<file path="src/rtl/parking_gate_controller.sv">
// Shared barrier gate sequencer for a parking lane: arbitrates entry/exit requests,
// times the open gate, tracks occupancy with saturation and flags refused entries.
module parking_gate_controller #(
  parameter int CAPACITY     = 8,
  parameter int CNT_W        = 4,
  parameter int GATE_TIMEOUT = 20,
  parameter int GUARD        = 2
) (
  input  logic             clk,
  input  logic             reset_n,
  input  logic             entry_sensor,
  input  logic             exit_sensor,
  input  logic             entry_passed,
  input  logic             exit_passed,
  output logic             gate_open,
  output logic             gate_dir,
  output logic [CNT_W-1:0] occupancy,
  output logic             full,
  output logic             empty,
  output logic             entry_denied,
  output logic             timeout_alarm
);

  localparam int TMR_MAX = (GATE_TIMEOUT > GUARD) ? GATE_TIMEOUT : GUARD;
  localparam int TMR_W   = $clog2(TMR_MAX + 1);
  localparam logic [TMR_W-1:0] TMO_LAST = TMR_W'(GATE_TIMEOUT - 1);
  localparam logic [TMR_W-1:0] GRD_LAST = TMR_W'(GUARD - 1);
  localparam logic [CNT_W-1:0] CAP      = CNT_W'(CAPACITY);

  typedef enum logic [1:0] {
    IDLE       = 2'd0,
    ENTRY_OPEN = 2'd1,
    EXIT_OPEN  = 2'd2,
    CLOSING    = 2'd3
  } state_t;

  function automatic logic [CNT_W-1:0] sat_inc(input logic [CNT_W-1:0] v);
    if (v >= CAP) return v;
    else          return v + CNT_W'(1);
  endfunction

  function automatic logic [CNT_W-1:0] sat_dec(input logic [CNT_W-1:0] v);
    if (v == {CNT_W{1'b0}}) return v;
    else                    return v - CNT_W'(1);
  endfunction

  state_t             state_r, state_s;
  logic [TMR_W-1:0]   timer_r, timer_s;
  logic               last_grant_r, last_grant_s;
  logic               gate_dir_r, gate_dir_s;
  logic [CNT_W-1:0]   occupancy_r, occupancy_s;
  logic               gate_open_r;
  logic               entry_denied_r;
  logic               timeout_alarm_r, alarm_s;
  logic               entry_prev_r;
  logic               full_s, empty_s, entry_elig_s;

  assign full_s       = (occupancy_r == CAP);
  assign empty_s      = (occupancy_r == {CNT_W{1'b0}});
  assign entry_elig_s = entry_sensor & ~full_s;

  // Next-state, arbitration, pass/timeout handling and occupancy update
  always_comb begin
    state_s      = state_r;
    timer_s      = timer_r;
    last_grant_s = last_grant_r;
    gate_dir_s   = gate_dir_r;
    occupancy_s  = occupancy_r;
    alarm_s      = 1'b0;
    case (state_r)
      IDLE: begin
        // On a tie, last_grant = 1 (exit) hands the gate to entry and vice versa
        if (entry_elig_s && (!exit_sensor || last_grant_r)) begin
          state_s      = ENTRY_OPEN;
          gate_dir_s   = 1'b0;
          last_grant_s = 1'b0;
          timer_s      = {TMR_W{1'b0}};
        end else if (exit_sensor) begin
          state_s      = EXIT_OPEN;
          gate_dir_s   = 1'b1;
          last_grant_s = 1'b1;
          timer_s      = {TMR_W{1'b0}};
        end else begin
          state_s = IDLE;
        end
      end
      ENTRY_OPEN: begin
        if (entry_passed) begin
          occupancy_s = sat_inc(occupancy_r);
          state_s     = CLOSING;
          timer_s     = {TMR_W{1'b0}};
        end else if (timer_r == TMO_LAST) begin
          alarm_s = 1'b1;
          state_s = CLOSING;
          timer_s = {TMR_W{1'b0}};
        end else begin
          timer_s = timer_r + TMR_W'(1);
        end
      end
      EXIT_OPEN: begin
        if (exit_passed) begin
          occupancy_s = sat_dec(occupancy_r);
          state_s     = CLOSING;
          timer_s     = {TMR_W{1'b0}};
        end else if (timer_r == TMO_LAST) begin
          alarm_s = 1'b1;
          state_s = CLOSING;
          timer_s = {TMR_W{1'b0}};
        end else begin
          timer_s = timer_r + TMR_W'(1);
        end
      end
      CLOSING: begin
        if (timer_r == GRD_LAST) begin
          state_s = IDLE;
          timer_s = {TMR_W{1'b0}};
        end else begin
          timer_s = timer_r + TMR_W'(1);
        end
      end
      default: begin
        state_s = IDLE;
        timer_s = {TMR_W{1'b0}};
      end
    endcase
  end

  // State, counters and registered outputs
  always_ff @(posedge clk or negedge reset_n) begin
    if (!reset_n) begin
      state_r         <= IDLE;
      timer_r         <= {TMR_W{1'b0}};
      last_grant_r    <= 1'b1;
      gate_dir_r      <= 1'b0;
      occupancy_r     <= {CNT_W{1'b0}};
      gate_open_r     <= 1'b0;
      entry_denied_r  <= 1'b0;
      timeout_alarm_r <= 1'b0;
      entry_prev_r    <= 1'b0;
    end else begin
      state_r         <= state_s;
      timer_r         <= timer_s;
      last_grant_r    <= last_grant_s;
      gate_dir_r      <= gate_dir_s;
      occupancy_r     <= occupancy_s;
      gate_open_r     <= (state_s == ENTRY_OPEN) || (state_s == EXIT_OPEN);
      entry_denied_r  <= entry_sensor & ~entry_prev_r & full_s;
      timeout_alarm_r <= alarm_s;
      entry_prev_r    <= entry_sensor;
    end
  end

  assign gate_open     = gate_open_r;
  assign gate_dir      = gate_dir_r;
  assign occupancy     = occupancy_r;
  assign full          = full_s;
  assign empty         = empty_s;
  assign entry_denied  = entry_denied_r;
  assign timeout_alarm = timeout_alarm_r;

endmodule

</file>
<file path="config.mk">
export PLATFORM = sky130hd
export DESIGN_NAME = parking_gate_controller
export DESIGN_NICKNAME = d
export VERILOG_FILES = /design/src/rtl/parking_gate_controller.sv
export SDC_FILE = /design/constraint.sdc
export NUM_CORES = 1
export LEC_CHECK = 0
export CAP_MARGIN = 0
export CORE_MARGIN = 2
export CORE_UTILIZATION = 56
export CTS_CLUSTER_SIZE = 14
export DETAILED_ROUTE_END_ITERATION = 6
export PLACE_DENSITY = 0.82
export SYNTH_ARGS = -nofsm -noshare
export SYNTH_HDL_FRONTEND = slang
export SYNTH_SLANG_ARGS = --single-unit
</file>
<file path="constraint.sdc">
create_clock -name clk -period 2.9 [get_ports clk]
set_input_delay 0.435 -clock clk [delete_from_list [all_inputs] [get_ports clk]]
set_output_delay 0.435 -clock clk [all_outputs]
set_load 0.005 [all_outputs]
</file>
==> out/results.txt, run 1 <==
run status = finished, final reports clean
final WL = 2040 um
Vert. Die Dim = 47.5 um
dpl hpwl = 1550 um
crit path cell chain = nor4_1 > clkdlybuf4s50_1
CTS-repair resized insts = 0
Post-Syn Area = 1060 um2
Worst Path Arrival = 1.74 ns
crit path launch type = register
fill count = 139
footprint of the multi-input gates = 608 um2
Cell Rows = 15
IO Port Bufs = 15
area fraction of the dominant cell type after synthesis = 0.377
post-cts hold buffer count = 0
Slew Viols, Final = 0
first drt pass iteration count = 4
Ys Warns = 0
layout cell share with drive strength beyond 1 = 0.183
Worst-Skew Late Latency = 0.29 ns
asr flop ratio synth = 1.00
Worst path top cell family by delay = buffers and inverters
sequential share of the synthesized area = 0.402
Core Area = 1750 um2
gr busiest metal = met2
vias in the first global route = 746
Worst-path clk slew = 0.09 ns
Period minus WS final = 2.17 ns
maximum VDD drop = 520 uV
Sw Ratio = 0.407
Sum Neg Setup Slack = 0 ns
H-tree depth = 1
root buffer cell = clkbuf_4
Peak Freq = 461 MHz
Mapped Cells = 96
Worst slew margin = 0.470
critical path fanouts, max = 6
clock skew = 0.00186 ns
FF+latch count, synth = 17
Num CTS Buffers = 3
Die Width = 47.5 um
top_reg_cell synth = dfrtp_1
setup bufs post-CTS = 0
FF-to-FF path depth = 7
global route overflow = 0
Syn Area/Cell = 11.1 um2
number of synthesized flops with an enable pin = 0
Slew @ Worst Pin = 0.793 ns
synth-to-layout area growth = 19.6%
synth unique cells = 41
die area = 2260 um2
Critical Path End Type = output pin
Crit. path cell count = 2
RSZ-0062 raised after global routing = no
Pwr Density = 993 nW/um2
DR WL/cell = 14.6 um
vias per inst = 5.79
Area contributors post-synth = dfrtp_1 (38%), ha_1 (11%), dfstp_2 (2.5%)
largest net degree at the start of global routing = 18
Final period util = 0.748
crit path buf inv count = 1
Max-Cap Viols = 0
CTS Buffer Depth = 2
max incr delay on CP = 0.57 ns
via count = 810
Iter 0 DRT Violations = 10
# diodes = 0
initial antenna violation count = 0
Global Route met2 Usage = 0.343
WHS Path Cells = 1
overall power = 1.26 mW
total clock sinks = 17
Hold Path Class = reg2reg
grt met1 use = 0.255
nets = 132
All-Layer GR Usage = 0.208
final hold viol count = 0
Clock Power Share = 0.100
final setup fails = 0
Int Power = 746 uW
Post-Syn Nets = 112
critical path class = reg2out
Starting Density = 0.608
CTS tree = yes
cell taking the most area after synthesis = dfrtp_1
Reg area = 427 um2
Routed Antenna Nets = 0
first-pass GRT wire length = 3160 um
Residual DRC = 0
Seq pwr share = 0.332
met3 Track Usage GR = 0.0226
switching pwr = 513 uW
Placer Congestion = 0.832
Worst path slowest cell = clkdlybuf4s50_1
Worst EP required = 2.47 ns
num ports = 16
Comb pwr share = 0.568
P_leak = 0.576 nW
kinds of logic after synthesis:
logic type | synth area share
compound gates | 0.167
xor+xnor | 0.0330
flops | 0.402
fa+ha+maj | 0.125
simple gates | 0.226
mux | 0.0212
buf+inv | 0.0248
flip-flops by register name (all words and copies together), names as in the netlist:
signal         cells
last_grant_r       1
gate_dir           1
timeout_alarm      1
occupancy          4
state_r            2
entry_prev_r       1
timer_r            5
gate_open          1
entry_denied       1
cell usage after synthesis, drive strengths merged (2+ instances only):
cell type	instances
dfrtp	16
ha	9
inv	7
nand2	7
o21ai	7
a21oi	5
nor2b	5
nor2	4
a22o	3
a21o	2
and3	2
mux2	2
nand3	2
nor3	2
nor4	2
xnor2	2
xor2	2
final cells by class:
cell class	count	area share
multi-input cells	72	0.479
flip-flops and latches	17	0.336
repair buffers	15	0.118
well taps	25	0.0247
clock buffers	4	0.0207
inverters	7	0.0207
path summary, 6_finish.rpt:
check / slack (ns) / from / to
min in group asynchronous: 0.60 / reset_n / occupancy[0]$_DFFE_PN0P_
max in group asynchronous: 1.81 / reset_n / state_r[1]$_DFF_PN0_
hold reg to reg: 0.51 / gate_dir$_DFFE_PN0P_ / gate_dir$_DFFE_PN0P_
setup reg to reg: 0.81 / state_r[0]$_DFF_PN0_ / occupancy[3]$_DFFE_PN0P_
hold / removal: 0.51 / gate_dir$_DFFE_PN0P_ / gate_dir$_DFFE_PN0P_
setup / recovery: 0.73 / occupancy[0]$_DFFE_PN0P_ / empty
metal layers:
layer	vias up	wire [um]
li1	388	-
met5	-	0
met1	396	913
met3	5	76
met2	21	1000
met4	0	51
cells in the final DEF, fill, tap and decap left out, types with 2 or more instances in the layout:
cell | synthesis | final
ha_1 | 9 | 9
nor2b_1 | 4 | 4
a22o_1 | 3 | 3
xor2_1 | 2 | 2
and3_1 | 2 | 2
nor4_1 | 2 | 2
nand2_1 | 7 | 7
clkbuf_4 | 0 | 3
o21ai_1 | 4 | 4
mux2_2 | 2 | 2
nor2_1 | 3 | 3
o21ai_0 | 3 | 3
clkdlybuf4s50_1 | 0 | 15
inv_1 | 7 | 7
xnor2_1 | 2 | 2
dfrtp_1 | 16 | 16
a21oi_1 | 4 | 4
power groups by stage:
stage	clock [mW]	combinational [mW]	sequential (mW)
final	0.126	0.715	0.419
after global routing	0.141	0.789	0.431
after CTS	0.132	0.720	0.418
after detailed placement	0	0.716	0.423
after global placement	0	0.691	0.417
after floorplan	0	0.496	0.408
through the flow:
step,util,cells,worst slack [ns],instance area [um2],hold slack [ns]
CTS,0.727,140,0.724,1270,0.510
floorplan,-,96,1.08,1060,0.139
finish,0.727,140,0.730,1270,0.506
global placement,0.712,136,0.936,1240,0.479
global route,0.727,140,0.608,1270,0.528
detailed placement,0.712,136,0.845,1240,0.488
(Power assumes the default switching activity.)
==> run 2: changes to the inputs <==
Settings changed: CORE_UTILIZATION 56 to 47, PLACE_DENSITY 0.82 to 0.74.
Clock period 2.9 ns to 1.76 ns, I/O delays scaled along.
==> out/results.txt, run 2 (synthesized netlist as in run 1, its figures left out) <==
die area = 2650 um2 (was 2260 um2)
Peak Freq = 550 MHz
post-layout util = 0.739 (was 0.727)
crit path cell chain = buf_6 > nor4b_4 > buf_4 > nor2b_4 > or3b_4 > o21ai_2 > a22o_1 (was nor4_1 > clkdlybuf4s50_1)
Sw Ratio = 0.393 (was 0.407)
largest net degree at the start of global routing = 18 (unchanged)
max reg flops = 5 (unchanged)
first drt pass iteration count = 4 (unchanged)
first-pass GRT wire length = 3800 um (was 3160 um)
Int Power = 1.67 mW (was 746 uW)
failing checks = negative setup slack
Comb pwr share = 0.670 (was 0.568)
Placer Congestion = 0.762 (was 0.832)
vias per inst = 5.30 (was 5.79)
vias in the first global route = 870 (was 746)
Seq pwr share = 0.251 (was 0.332)
Slew @ Worst Pin = 0.344 ns (was 0.793 ns)
Post-Place Cells = 157 (was 136)
most frequent cells in the layout = buf_4 (27), dfrtp_1 (14), clkdlybuf4s50_1 (13), nand2_1 (7), ha_1 (5) (was dfrtp_1 (16), clkdlybuf4s50_1 (15), ha_1 (9), inv_1 (7), nand2_1 (7))
Starting Density = 0.489 (was 0.608)
post-place setup slack = -0.0537 ns (was 0.845 ns)
global route overflow = 0 (unchanged)
Final period util = 1.03
fin cells = 171 (was 140)
nets = 160 (was 132)
Worst path slowest cell = dfrtp_2 (was clkdlybuf4s50_1)
CTS tree = yes (unchanged)
DR WL/cell = 14.4 um (was 14.6 um)
Num CTS Buffers = 3 (unchanged)
Period minus WS final = 1.82 ns
Worst EP required = 2.01 ns (was 2.47 ns)
P_leak = 0.740 nW (was 0.576 nW)
maximum VDD drop = 1180 uV (was 520 uV)
crit path launch type = register (unchanged)
total clock sinks = 17 (unchanged)
# diodes = 0 (unchanged)
Worst Path Arrival = 2.07 ns (was 1.74 ns)
dpl hpwl = 1660 um (was 1550 um)
Largest Register = timer_r (unchanged)
Residual DRC = 0 (unchanged)
Routed Antenna Nets = 0 (unchanged)
Worst slew margin = 0.771 (was 0.470)
Iter 0 DRT Violations = 13 (was 10)
layout cell share with drive strength beyond 1 = 0.469 (was 0.183)
H-tree depth = 1 (unchanged)
Slew Viols, Final = 0 (unchanged)
final setup fails = 6 (was 0)
RSZ-0062 raised after global routing = yes (was no)
num ports = 16 (unchanged)
Worst-Skew Late Latency = 0.30 ns (was 0.29 ns)
root buffer cell = clkbuf_4 (unchanged)
critical path fanouts, max = 5 (was 6)
clock skew = 0.00448 ns (was 0.00186 ns)
CTS Buffer Depth = 2 (unchanged)
Max-Cap Viols = 0 (unchanged)
Cell Rows = 17 (was 15)
max incr delay on CP = 0.43 ns (was 0.57 ns)
Clock Power Share = 0.080 (was 0.100)
Die Width = 51.5 um (was 47.5 um)
fin area = 1600 um2 (was 1270 um2)
All-Layer GR Usage = 0.199 (was 0.208)
initial antenna violation count = 0 (unchanged)
synth-to-layout area growth = 51.2% (was 19.6%)
final hold viol count = 0 (unchanged)
setup ws final = -0.0590 ns (was 0.730 ns)
Worst path top cell family by delay = simple AND/OR/NAND/NOR gates (was buffers and inverters)
run status = complete, but fails checks (was finished, final reports clean)
switching pwr = 1.08 mW (was 513 uW)
Pwr Density = 1710 nW/um2 (was 993 nW/um2)
final WL = 2470 um (was 2040 um)
via count = 906 (was 810)
IO Port Bufs = 15 (unchanged)
DP Area = 1390 um2 (was 1240 um2)
Critical Path End Type = register (was output pin)
Hold Path Class = in2async (was reg2reg)
commonest non-fill, non-tap cell in the layout = buf_4 (was dfrtp_1)
Vert. Die Dim = 51.5 um (was 47.5 um)
crit path buf inv count = 2 (was 1)
Core Area = 2170 um2 (was 1750 um2)
Worst-path clk slew = 0.10 ns (was 0.09 ns)
critical path class = reg2reg (was reg2out)
## run 2: worst paths after layout
check	cells past startpoint	start	to	slack (ns)
setup / recovery	7	occupancy[1]$_DFFE_PN0P_	timer_r[4]$_DFFE_PN0P_	-0.06
hold / removal	2	reset_n	entry_prev_r$_DFF_PN0_	0.26
setup reg to reg	7	occupancy[1]$_DFFE_PN0P_	timer_r[4]$_DFFE_PN0P_	-0.06
hold reg to reg	1	gate_dir$_DFFE_PN0P_	gate_dir$_DFFE_PN0P_	0.52
max in group asynchronous	2	reset_n	last_grant_r$_DFFE_PN1P_	1.25
min in group clk	1	entry_sensor	entry_prev_r$_DFF_PN0_	0.46
## run 2: layout make-up
type	count	area (um2)
Tap cell	28	35.0
Clock buffer	3	22.5
Timing Repair Buffer	43	358
Inverter	7	26.3
Fill cell	156	566
Clock inverter	1	5.00
Sequential cell	17	429
Multi-Input combinational cell	72	728
## run 2: layer usage
metal / wire length [um] / track usage / part of all wire
met5: 0 / 0 / 0
met4: 101 / 0.0921 / 0.041
met3: 94 / 0.0287 / 0.038
met2: 1270 / 0.365 / 0.52
met1: 999 / 0.225 / 0.40
## run 2: power groups by stage
stage | clock network, mW | logic, mW | registers (mW)
2_1_floorplan | 0 | 0.835 | 0.676
3_5_place_dp | 0 | 1.43 | 0.688
4_1_cts | 0.225 | 1.62 | 0.682
6_report | 0.219 | 1.84 | 0.690
5_1_grt | 0.242 | 2.01 | 0.709
3_3_place_gp | 0 | 1.38 | 0.674
## run 2: stage by stage
step	hold slack (ns)	setup TNS, ns	power (mW)
finish	0.264	-0.197	2.75
global route	0.295	-0.743	2.96
CTS	0.267	-0.113	2.53
floorplan	-0.0316	0	1.51
global placement	0.486	-0.0328	2.05
detailed placement	0.494	-0.115	2.12
## run 2: worst reg2reg max path, stage by stage, from the launching register on
cell,delay (ns)
dfrtp_2,0.43
buf_6,0.13
nor4b_4,0.33
buf_4,0.19
nor2b_4,0.06
or3b_4,0.42
o21ai_2,0.07
a22o_1,0.14
## run 2: what timing repair did
action / CTS / global route
hold buffers: 0 / 0
pin swaps: 3 / 7
setup endpoints to repair: 6 / 11
resized for setup: 13 / 16
buffers inserted: 6 / 4
==> run 3: changes to the inputs <==
Settings changed: CORE_UTILIZATION 47 to 40, PLACE_DENSITY 0.74 to default.
==> out/results.txt, run 3 (synthesized netlist as in run 1, its figures left out) <==
failing checks = negative setup slack (unchanged)
first-pass GRT wire length = 4070 um (was 3800 um)
dpl hpwl = 1720 um (was 1660 um)
Num CTS Buffers = 3 (unchanged)
reg-to-reg critical path endpoint = gate_open$_DFF_PN0_ (was timer_r[4]$_DFFE_PN0P_)
num ports = 16 (unchanged)
Period minus WS final = 1.82 ns (about the same)
# diodes = 0 (unchanged)
flop-to-flop setup slack = -0.06 ns (about the same)
DR WL/cell = 13.9 um (was 14.4 um)
Routed Antenna Nets = 0 (unchanged)
Placer Congestion = 0.684 (was 0.762)
Worst Path Arrival = 2.01 ns (was 2.07 ns)
Slew @ Worst Pin = 0.322 ns (was 0.344 ns)
via count = 890 (was 906)
Critical Path End Type = register (unchanged)
clock skew = 0.00624 ns (was 0.00448 ns)
commonest non-fill, non-tap cell in the layout = buf_4 (unchanged)
maximum VDD drop = 1340 uV (was 1180 uV)
Final period util = 1.04 (was 1.03)
initial antenna violation count = 0 (unchanged)
CTS tree = yes (unchanged)
Largest Register = timer_r (unchanged)
setup ws final = -0.0629 ns (was -0.0590 ns)
IO Port Bufs = 15 (unchanged)
die area = 3080 um2 (was 2650 um2)
CTS Buffer Depth = 2 (unchanged)
overall power = 2.65 mW (was 2.75 mW)
Worst-path clk slew = 0.10 ns (about the same)
Cell Rows = 18 (was 17)
CP endpoint = gate_open$_DFF_PN0_ (was timer_r[4]$_DFFE_PN0P_)
nets = 162 (was 160)
synth-to-layout area growth = 49.3% (was 51.2%)
Hold Path Class = in2async (unchanged)
FF-to-FF path depth = 7 (unchanged)
layout cell share with drive strength beyond 1 = 0.455 (was 0.469)
Reg-to-Reg Start = timer_r[1]$_DFFE_PN0P_ (was occupancy[1]$_DFFE_PN0P_)
Residual DRC = 0 (unchanged)
Worst EP required = 1.95 ns (was 2.01 ns)
post-cts hold buffer count = 0 (unchanged)
final hold viol count = 0 (unchanged)
most frequent cells in the layout = buf_4 (30), clkdlybuf4s50_1 (13), dfrtp_1 (12), nand2_1 (7) (was buf_4 (27), dfrtp_1 (14), clkdlybuf4s50_1 (13), nand2_1 (7), ha_1 (5))
max incr delay on CP = 0.48 ns (was 0.43 ns)
DP Area = 1410 um2 (was 1390 um2)
Die Width = 55.5 um (was 51.5 um)
critical path class = reg2reg (unchanged)
Crit. path cell count = 7 (unchanged)
Peak Freq = 549 MHz (was 550 MHz)
Iter 0 DRT Violations = 15 (was 13)
crit path launch type = register (unchanged)
root buffer cell = clkbuf_4 (unchanged)
first drt pass iteration count = 4 (unchanged)
Worst-Skew Late Latency = 0.30 ns (about the same)
H-tree depth = 1 (unchanged)
crit path cell chain = inv_2 > ha_4 > or4b_4 > nand3_2 > a21oi_2 > nor3_4 > mux2_4 (was buf_6 > nor4b_4 > buf_4 > nor2b_4 > or3b_4 > o21ai_2 > a22o_1)
RSZ-0062 raised after global routing = yes (unchanged)
Starting Density = 0.424 (was 0.489)
crit path from = timer_r[1]$_DFFE_PN0P_ (was occupancy[1]$_DFFE_PN0P_)
post-place setup slack = -0.0737 ns (was -0.0537 ns)
vias per inst = 5.09 (was 5.30)
Worst slew margin = 0.784 (was 0.771)
Worst path top cell family by delay = simple AND/OR/NAND/NOR gates (unchanged)
post-layout util = 0.634 (was 0.739)
vias in the first global route = 915 (was 870)
Slew Viols, Final = 0 (unchanged)
crit path buf inv count = 1 (was 2)
final setup fails = 2 (was 6)
largest net degree at the start of global routing = 18 (unchanged)
Vert. Die Dim = 55.5 um (was 51.5 um)
global route overflow = 0 (unchanged)
run status = complete, but fails checks (unchanged)
Core Area = 2500 um2 (was 2170 um2)
Max-Cap Viols = 0 (unchanged)
critical path fanouts, max = 3 (was 5)
P_leak = 0.737 nW (was 0.740 nW)
All-Layer GR Usage = 0.167 (was 0.199)
fin area = 1580 um2 (was 1600 um2)
total clock sinks = 17 (unchanged)
final WL = 2430 um (was 2470 um)
Worst path slowest cell = or4b_4 (was dfrtp_2)
Pwr Density = 1670 nW/um2 (was 1710 nW/um2)
max reg flops = 5 (unchanged)
[run 3: cell types whose count changed in the layout (fill, tap and decap cells not counted), sizes merged]
cell and delta:
clkbuf -1, dlygate4sd2 +1, buf +2
[run 3: routing by layer]
metal	GRT usage	wire, um	up-vias
met2	0.282	1230	17
li1	-	-	444
met4	0.0418	19	0
met5	0	0	-
met1	0.206	1080	427
met3	0.0515	104	2
[run 3: per-stage QoR]
step | setup TNS (ns) | instances | hold WS, ns
finish | -0.0648 | 175 | 0.275
global route | -0.335 | 175 | 0.309
CTS | -0.0597 | 169 | 0.282
detailed placement | -0.0737 | 161 | 0.490
global placement | -0.0382 | 161 | 0.492
floorplan | 0 | 96 | -0.0316
[run 3: how the worst min path moves through the flow]
stage / to / slack, ns / depth (start not counted)
floorplan: entry_denied$_DFF_PN0_ / -0.03 / 0
global placement: gate_dir$_DFFE_PN0P_ / 0.49 / 1
detailed placement: gate_dir$_DFFE_PN0P_ / 0.49 / 1
CTS: entry_denied$_DFF_PN0_ / 0.28 / 2
global route: timer_r[2]$_DFFE_PN0P_ / 0.31 / 2
finish: timer_r[2]$_DFFE_PN0P_ / 0.28 / 2
[run 3: worst register-to-register path: cells and delay by family, from the launching register on]
kind	cells	cell delay (ns)
buffers and inverters	1	0.08
AND/OR/NAND/NOR	3	0.73
multiplexers	1	0.31
AO/OA/AOI/OAI	1	0.07
adder cells (fa/ha/maj)	1	0.11
flip-flops	1	0.41
[run 3: power breakdown]
part / switching, mW / total (mW) / internal [mW] / leakage, nW
sequential: 0.143 / 0.683 / 0.540 / 0.211
combinational: 0.747 / 1.75 / 1.01 / 0.509
clock: 0.129 / 0.214 / 0.0847 / 0.0177
[run 3: timing repair]
item | 4_1_cts | 5_1_grt
gates resized for setup | 10 | 11
pin swaps | 2 | 3
endpoints found under the setup margin | 5 | 11
buffers inserted | 4 | 6
[run 3: area by class of cell]
| class | instances | area (um2) |
|---|---|---|
| multi-input cells | 72 | 688 |
| flip-flops and latches | 17 | 432 |
| clock buffers | 3 | 22.5 |
| fillers | 200 | 916 |
| repair buffers | 45 | 373 |
| well taps | 30 | 37.5 |
| inverters | 7 | 26.3 |
| clock inverters | 1 | 5.00 |
